<file path="config.mk">
export PLATFORM = sky130hd
export DESIGN_NAME = uart_tx_fifo
export DESIGN_NICKNAME = d
export VERILOG_FILES = /design/src/rtl/uart_tx_fifo.sv
export SDC_FILE = /design/constraint.sdc
export NUM_CORES = 1
export LEC_CHECK = 0
export ABC_AREA = 1
export CAP_MARGIN = 20
export CORE_ASPECT_RATIO = 1.2
export CORE_UTILIZATION = 50
export DETAILED_ROUTE_END_ITERATION = 6
export GPL_TIMING_DRIVEN = 1
export HOLD_SLACK_MARGIN = 0.1
export PLACE_DENSITY = 0.76
export SLEW_MARGIN = 25
export SYNTH_ARGS = -nofsm -noshare
export SYNTH_HDL_FRONTEND = slang
export SYNTH_SLANG_ARGS = --single-unit
</file>
<file path="constraint.sdc">
create_clock -name clk -period 2.3 [get_ports clk]
set_input_delay 0.46 -clock clk [delete_from_list [all_inputs] [get_ports clk]]
set_output_delay 0.46 -clock clk [all_outputs]
set_load 0.05 [all_outputs]
</file>
<file path="src/rtl/uart_tx_fifo.sv">
// Memory-mapped 8N1 UART transmitter with a small write FIFO for the MIPS store path.
// Bytes are serialised LSB first on a registered tx line; status flags support polling.
module uart_tx_fifo #(
  parameter int CLKS_PER_BIT = 10417,
  parameter int FIFO_DEPTH   = 4
) (
  input  logic                        clk,
  input  logic                        reset,
  input  logic                        wr_en,
  input  logic [7:0]                  wr_data,
  input  logic                        clr_ovf,
  output logic                        tx,
  output logic                        fifo_full,
  output logic                        fifo_empty,
  output logic [$clog2(FIFO_DEPTH):0] fifo_count,
  output logic                        tx_busy,
  output logic                        tx_done,
  output logic                        overflow
);

  localparam int PW = $clog2(FIFO_DEPTH);
  localparam int CW = PW + 1;
  localparam int BW = $clog2(CLKS_PER_BIT);
  localparam logic [BW-1:0] BAUD_LAST = BW'(CLKS_PER_BIT - 1);
  localparam logic [BW-1:0] BAUD_PRE  = BW'(CLKS_PER_BIT - 2);

  typedef enum logic [1:0] {IDLE, START, DATA, STOP} state_t;

  logic [7:0]    mem [FIFO_DEPTH];
  logic [PW-1:0] wr_ptr, rd_ptr;
  logic [CW-1:0] count_q;
  logic          ovf_q;
  logic          push, pop;

  state_t        state_q, state_d;
  logic          tx_q, tx_d;
  logic          busy_q, busy_d;
  logic          done_q, done_d;
  logic [BW-1:0] baud_q, baud_d;
  logic [2:0]    bit_q, bit_d;
  logic [7:0]    shift_q, shift_d;

  // Flags come from the registered count, so a write while full is dropped
  // even when a pop happens on the same edge.
  assign fifo_full  = (count_q == CW'(FIFO_DEPTH));
  assign fifo_empty = (count_q == '0);
  assign fifo_count = count_q;
  assign push       = wr_en && !fifo_full;

  assign tx       = tx_q;
  assign tx_busy  = busy_q;
  assign tx_done  = done_q;
  assign overflow = ovf_q;

  // NOTE: the payload array has no reset; pointers and count alone define which entries are valid.
  always_ff @(posedge clk) begin
    if (push) mem[wr_ptr] <= wr_data;
  end

  // NOTE: sequential state uses non-blocking assignments so every register sees pre-edge values.
  always_ff @(posedge clk or negedge reset) begin
    if (!reset) begin
      wr_ptr  <= '0;
      rd_ptr  <= '0;
      count_q <= '0;
      ovf_q   <= 1'b0;
    end else begin
      if (push) wr_ptr <= wr_ptr + PW'(1);
      if (pop)  rd_ptr <= rd_ptr + PW'(1);
      unique case ({push, pop})
        2'b10:   count_q <= count_q + CW'(1);
        2'b01:   count_q <= count_q - CW'(1);
        default: count_q <= count_q;
      endcase
      if (wr_en && fifo_full) ovf_q <= 1'b1;
      else if (clr_ovf)       ovf_q <= 1'b0;
    end
  end

  // NOTE: every output of this block gets a default first so no latch is inferred.
  always_comb begin
    state_d = state_q;
    tx_d    = tx_q;
    busy_d  = busy_q;
    done_d  = 1'b0;
    baud_d  = baud_q;
    bit_d   = bit_q;
    shift_d = shift_q;
    pop     = 1'b0;
    unique case (state_q)
      IDLE: begin
        tx_d = 1'b1;
        if (count_q != '0) begin
          pop     = 1'b1;
          shift_d = mem[rd_ptr];
          state_d = START;
          tx_d    = 1'b0;
          busy_d  = 1'b1;
          baud_d  = '0;
        end
      end
      START: begin
        if (baud_q == BAUD_LAST) begin
          state_d = DATA;
          tx_d    = shift_q[0];
          bit_d   = '0;
          baud_d  = '0;
        end else begin
          baud_d = baud_q + BW'(1);
        end
      end
      DATA: begin
        if (baud_q == BAUD_LAST) begin
          baud_d = '0;
          if (bit_q == 3'd7) begin
            state_d = STOP;
            tx_d    = 1'b1;
          end else begin
            bit_d   = bit_q + 3'd1;
            shift_d = {1'b0, shift_q[7:1]};
            tx_d    = shift_q[1];
          end
        end else begin
          baud_d = baud_q + BW'(1);
        end
      end
      STOP: begin
        // Registered done rises one cycle early so it is high during the final stop cycle.
        if (baud_q == BAUD_PRE) done_d = 1'b1;
        if (baud_q == BAUD_LAST) begin
          baud_d = '0;
          if (count_q != '0) begin
            pop     = 1'b1;
            shift_d = mem[rd_ptr];
            state_d = START;
            tx_d    = 1'b0;
          end else begin
            state_d = IDLE;
            tx_d    = 1'b1;
            busy_d  = 1'b0;
          end
        end else begin
          baud_d = baud_q + BW'(1);
        end
      end
      default: state_d = IDLE;
    endcase
  end

  always_ff @(posedge clk or negedge reset) begin
    if (!reset) begin
      state_q <= IDLE;
      tx_q    <= 1'b1;
      busy_q  <= 1'b0;
      done_q  <= 1'b0;
      baud_q  <= '0;
      bit_q   <= '0;
      shift_q <= '0;
    end else begin
      state_q <= state_d;
      tx_q    <= tx_d;
      busy_q  <= busy_d;
      done_q  <= done_d;
      baud_q  <= baud_d;
      bit_q   <= bit_d;
      shift_q <= shift_d;
    end
  end

endmodule
</file>
# [Word level (Yosys, flattened, before mapping)]
# Memories as Yosys holds them, arrays and structs flattened.
# Cells that the tools add are included.
[totals] regBits=38 memories=1 mem_bits_rw=32 elab_cells=90 inputBits=12 output_inout_bits=9
[classes] addsub=6 reduce_logical=17 n_eq_ne=16 mux=39
[mem_list] memory="mem" depth=4 word_bits=8 rd=1 rd_clocked_by_memory_dff=0 wr=1 line="29" rtl="logic [7:0] mem [FIFO_DEPTH];"
[ops] operator="8-bit two-way mux" n=4
[ops] operator="14-bit == test, second input constant" n=2
[ops] operator="14-bit two-way mux" n=2
[ops] operator="14-bit case mux with 2 select lines" n=1
[ops] operator="8-bit case mux with 3 select lines" n=1
[ops] operator="1-bit two-way mux" n=17
[ops] operator="14-bit by 1-bit adder with 14-bit output, second input constant" n=1
[ops] operator="2-bit inequality test, second input constant" n=7
[ops] operator="3-bit case mux with 2 select lines" n=2
[ops] operator="4-bit AND reduction" n=3
[ops] operator="2-bit two-way mux" n=5
[ops] operator="3-bit two-way mux" n=3
[ops] operator="2-bit case mux with 4 select lines" n=1
[ops] operator="2-bit nonzero test" n=4
[ops] operator="3-bit by 1-bit adder with 3-bit output, second input constant" n=2
[ops] operator="2-bit == test, second input constant" n=3
[ops] operator="3-bit == test, second input constant" n=2
[ops] operator="3-bit nonzero test" n=2
[ops] operator="5-bit AND reduction" n=1
[ops] operator="2-bit by 1-bit adder with 2-bit output, second input constant" n=2
[ops] operator="2-bit by 1-bit == test with 1-bit output, second input constant" n=2
[ops] operator="1-bit case mux with 2 select lines" n=2
[ops] operator="1-bit case mux with 4 select lines" n=1
[ops] operator="3-bit logical NOT" n=1
[ops] operator="6 further kinds" n=7

# [Longest topological paths before layout]
[logic_depth] ltp_word=6 mapped_depth=14 depth_no_buf=14

# [Worst setup path after synthesis]
# OpenSTA, ideal clock, no wires.
[synth_timing] kind="reg-to-reg" from="register count_q[2] (netlist: fifo_count[2])" to="register count_q[2] (netlist: fifo_count[2])" n_path_buf=0 required_time_ns=2.169 arrival_time_ns=2.148 stages_incl_launch_ff=13 path_slack_ns=0.021 setup_ns=0.131 synth_period_minus_slack_ns=2.279 cell_sequence="dfrtp_1 -> inv_1 -> nand2_2 -> nand2_1 -> nor2_1 -> nand2_1 -> nand2_2 -> ha_1 -> inv_1 -> fa_1 -> a21oi_1 -> o21ai_0 -> xor2_1"
[synth_via] elab_chain_len=6 elab_cells_between_ends=13 classes_between="2 x add/sub; 3 x eq/ne; 4 x mux; 4 x reduce/logical"
[synth_rtl] element="start, declared" line="31" rtl="logic [CW-1:0] count_q;"
[synth_rtl] element="start signal, assigned" line="71" rtl="2'b10: count_q <= count_q + CW'(1);"
[synth_rtl] element="start signal, assigned" line="72" rtl="2'b01: count_q <= count_q - CW'(1);"
[synth_rtl] element="start signal, assigned" line="73" rtl="default: count_q <= count_q;"
[synth_rtl] element="3-bit nonzero test *" line="93, 132"
[synth_rtl] element="1-bit two-way mux *" line="93, 132"
[synth_rtl] element="1-bit two-way mux" line="130" rtl="if (baud_q == BAUD_LAST) begin"
[synth_rtl] element="1-bit case mux with 2 select lines *" line="90" rtl="unique case (state_q)"
[synth_rtl] element="named net pop" line="33" rtl="logic push, pop;"
[synth_rtl] element="2-bit by 1-bit == test with 1-bit output / 2-bit == test (equally long branches)" line="70" rtl="unique case ({push, pop})"
[synth_rtl] element="3-bit case mux with 2 select lines / 2-bit nonzero test (equally long branches)"
# The timed path passes the listed nets; every way through them passes the cells marked *.
# A chain may end at the register's enable or synchronous reset.

# [Worst setup path after layout]
[layout_timing] from="register state_q[0]" to="register count_q[2] (netlist: fifo_count[2])"
[layout_via] elab_chain_len=4 elab_cells_between_ends=7 classes_between="3 x eq/ne; 2 x mux; 2 x reduce/logical"
[layout_rtl] element="start, declared" line="35" rtl="state_t state_q, state_d;"
[layout_rtl] element="start signal, assigned" line="160" rtl="state_q <= state_d;"
[layout_rtl] element="2-bit == test / 2-bit logical NOT (equally long branches)" line="90"
[layout_rtl] element="1-bit case mux with 2 select lines *" line="90"
[layout_rtl] element="named net pop" line="33"
[layout_rtl] element="2-bit by 1-bit == test with 1-bit output / 2-bit == test (equally long branches)" line="70"
[layout_rtl] element="3-bit case mux with 2 select lines / 2-bit nonzero test (equally long branches)"
# Marked as above.

==> metrics.md <==
| Metric | Value |
|---|---|
| Reg2reg end | `fifo_count[2]` |
| Most common cell after layout, fill and taps aside | `nand2_1` |
| ANT nets after route | `0` |
| Synth cell types | `35` |
| Max Root-Sink Buffers | `2` |
| Ports | `21` |
| Via-per-instance ratio | `5.158` |
| Final HPWL DP | `4.971 mm` |
| Std-Cell Core Area | `0.006895 mm^2` |
| Tcrit/Tclk final | `0.9672` |
| Critical path arrival | `2.46 ns` |
| CP Class | `flop to flop` |
| Pre-antenna DRT Iters | `4` |
| #FFs+latches synth | `70` |
| Clk sinks | `70` |
| Vias in the first global route | `2,701` |
| Core Util, Final | `0.6231` |
| ANT cells | `0` |
| Final setup violation count | `0` |
| Clock Latency Late Sink | `0.36 ns` |
| Drt first-iter violations | `159` |
| Die height | `94.85 um` |
| Cts bufs inserted | `9` |
| Final hold vios | `0` |
| Fmax | `449.5 MHz` |
| Layout net count | `479` |
| Register area share after synthesis | `0.5326` |
| Post-Syn Instances | `404` |
| Non-filler cells in the finished layout | `543` |
| GRT Residual Overflow | `0` |
| Least-Margin Pin Slew | `0.8584 ns` |
| Final Skew | `0.009817 ns` |
| Post-synth net total | `432` |
| Gp weighted congestion | `0.8438` |
| Htree depth | `3` |
| Syn_area_per_cell | `8.892 um^2` |
| Place WS | `0.02998 ns` |
| Reg-to-reg startpoint | `state_q[0]` |
| Final setup margin | `0.07537 ns` |
| Initial Util | `0.5210` |
| Clock-pin slew on the worst setup and hold paths | `0.08 ns` |
| Largest net degree at the start of global routing | `39` |
| DR DRC count | `0` |
| Vias | `2,801` |
| DRT Wirelength | `7.131 mm` |
| Share of layout cells above drive strength 1 | `0.1711` |
| Initial antenna violation count | `0` |
| Synth warn | `0` |
| Min Tclk post-route | `2.225 ns` |
| Commonest cells after routing, fill and taps aside | `nand2_1, nand3_1, dfrtp_1, edfxtp_1, inv_1` |
| DIE AREA | `0.007529 mm^2` |
| Wire per inst | `13.13 um` |
| Tot GR Track Use | `0.2115` |
| Crit end category | `flop` |
| Required @ worst endpoint | `2.54 ns` |
| Max-slew violations | `0` |
| Peak VDD IR | `0.6019 mV` |
| Hold WC Path Type | `primary input to async pin` |
| Rows | `33` |
| Cell area power density | `782.5 mW/mm^2` |
| First-pass GRT wire length | `11.90 mm` |
| Die width | `79.38 um` |
| Status | `finished, final reports clean` |
| Setup crit start kind | `flop` |
| Top fanout value on the critical path | `4` |
| Area grow syn2layout | `19.61%` |
| Max Cap Violations | `0` |
| Cell Area, Synth | `0.003592 mm^2` |
| Placed cell count | `523` |
| Worst r2r path cells | `11` |
| R2R Setup Slk | `0.08 ns` |
| Port bufs | `20` |
| P_leak | `1.981 nW` |
| CTS Root Buffer Type | `clkbuf_8` |
| Slew HR | `0.4277` |
| CTS tree | `done` |
[Yosys cell counts]
master	n	area share
a21o_1	2	0.0042
a21oi_1	4	0.0056
a21oi_4	1	0.0045
buf_2	3	0.0042
buf_4	1	0.0021
clkbuf_1	1	0.0010
clkinv_1	2	0.0021
clkinv_2	1	0.0014
dfrtp_1	37	0.26
dfstp_2	1	0.0073
edfxtp_1	32	0.27
fa_1	1	0.0056
ha_1	15	0.052
inv_1	33	0.034
inv_2	8	0.0084
nand2_1	135	0.14
nand2_2	5	0.0087
nand2_4	2	0.0063
nand2_8	1	0.0056
nand3_1	62	0.086
nand3b_1	1	0.0021
nand4_1	4	0.0070
nor2_1	19	0.020
nor2_2	5	0.0087
nor2_4	4	0.013
nor3_1	1	0.0014
nor4_1	1	0.0017
o21a_1	1	0.0021
o21ai_0	8	0.011
o21ai_1	2	0.0028
o21bai_1	1	0.0021
o22ai_1	2	0.0035
or2_1	1	0.0017
xnor2_1	2	0.0049
xor2_1	5	0.012
[how the worst max path moves through the flow]
stage	startpoint	endpoint	slack, ns
floorplan	fifo_count[2]	fifo_count[2]	0.02
global placement	baud_q[1]	fifo_count[2]	0.11
detailed placement	baud_q[1]	fifo_count[2]	0.03
CTS	baud_q[1]	fifo_count[2]	0.02
global route	state_q[1]	fifo_count[2]	-0.05
finish	state_q[0]	fifo_count[2]	0.08
[timing repair]
action                     in CTS  in global routing
hold buffers                    0                  0
gates resized for setup         0                 15
buffers inserted                0                  4
setup endpoints to repair       0                  1
[layer usage]
layer  track usage  vias up  routed length, um
met2        0.3649       51               3801
met4       0.09697        0                 97
met5             0        -                  0
met3       0.05507       11                198
met1        0.2453     1328               3034
li1              -     1411                  -
[area by class of cell]
cell class                 instances  area [um^2]
sequential                        70         1913
tap                               87        108.9
inverter                          44        166.4
clock buffer                       9        123.9
fill                             555         2599
multi-input combinational        285         1539
clock inverter                     7        97.59
timing repair buffer              41        347.8
[kinds of logic (layout without fill, tap and decap cells)]
logic type / Yosys count / in the layout / share of synthesized area
DFF: 70 / 70 / 0.5326
buffers and inverters: 49 / 101 / 0.05364
AOI/OAI and AO/OA: 21 / 21 / 0.03588
xor gates and xnor gates: 7 / 7 / 0.01707
adders and majority gates: 16 / 16 / 0.05782
and+or+nand+nor: 241 / 241 / 0.3030
[worst max-delay path, stage by stage, from the launching register on]
cell and delay [ns]:
dfrtp_1 0.38, inv_2 0.07, ha_1 0.36, nor2_1 0.23, nand2_4 0.09, nand2_4 0.09, ha_4 0.13, inv_2 0.05
fa_2 0.37, a21oi_2 0.14, o21ai_2 0.07, xor2_1 0.14
[stage by stage]
step	area (um^2)	total power, mW	setup TNS (ns)	hold WS (ns)
after global placement	3993	2.254	0	0.4552
final	4297	3.362	0	0.2031
after global routing	4297	3.528	-0.04501	0.2697
after CTS	4214	3.376	0	0.2325
after floorplan	3592	2.016	0	0.1644
after detailed placement	3993	2.270	0	0.4605
[sequential cells by signal, summed over array words and instances, names as in the netlist, 2 cells and up]
name / flops
shift_q: 8
rd_ptr: 2
bit_q: 3
mem: 32
state_q: 2
wr_ptr: 2
baud_q: 14
fifo_count: 3
[report_power, final]
group	internal (mW)	total (mW)	leakage [nW]	switching (mW)
Sequential	1.48	1.55	0.764	0.0631
Clock	0.613	1.11	0.106	0.497
Combinational	0.239	0.705	1.11	0.466
Total	2.34	3.36	1.98	1.03
(Power assumes the default switching activity.)
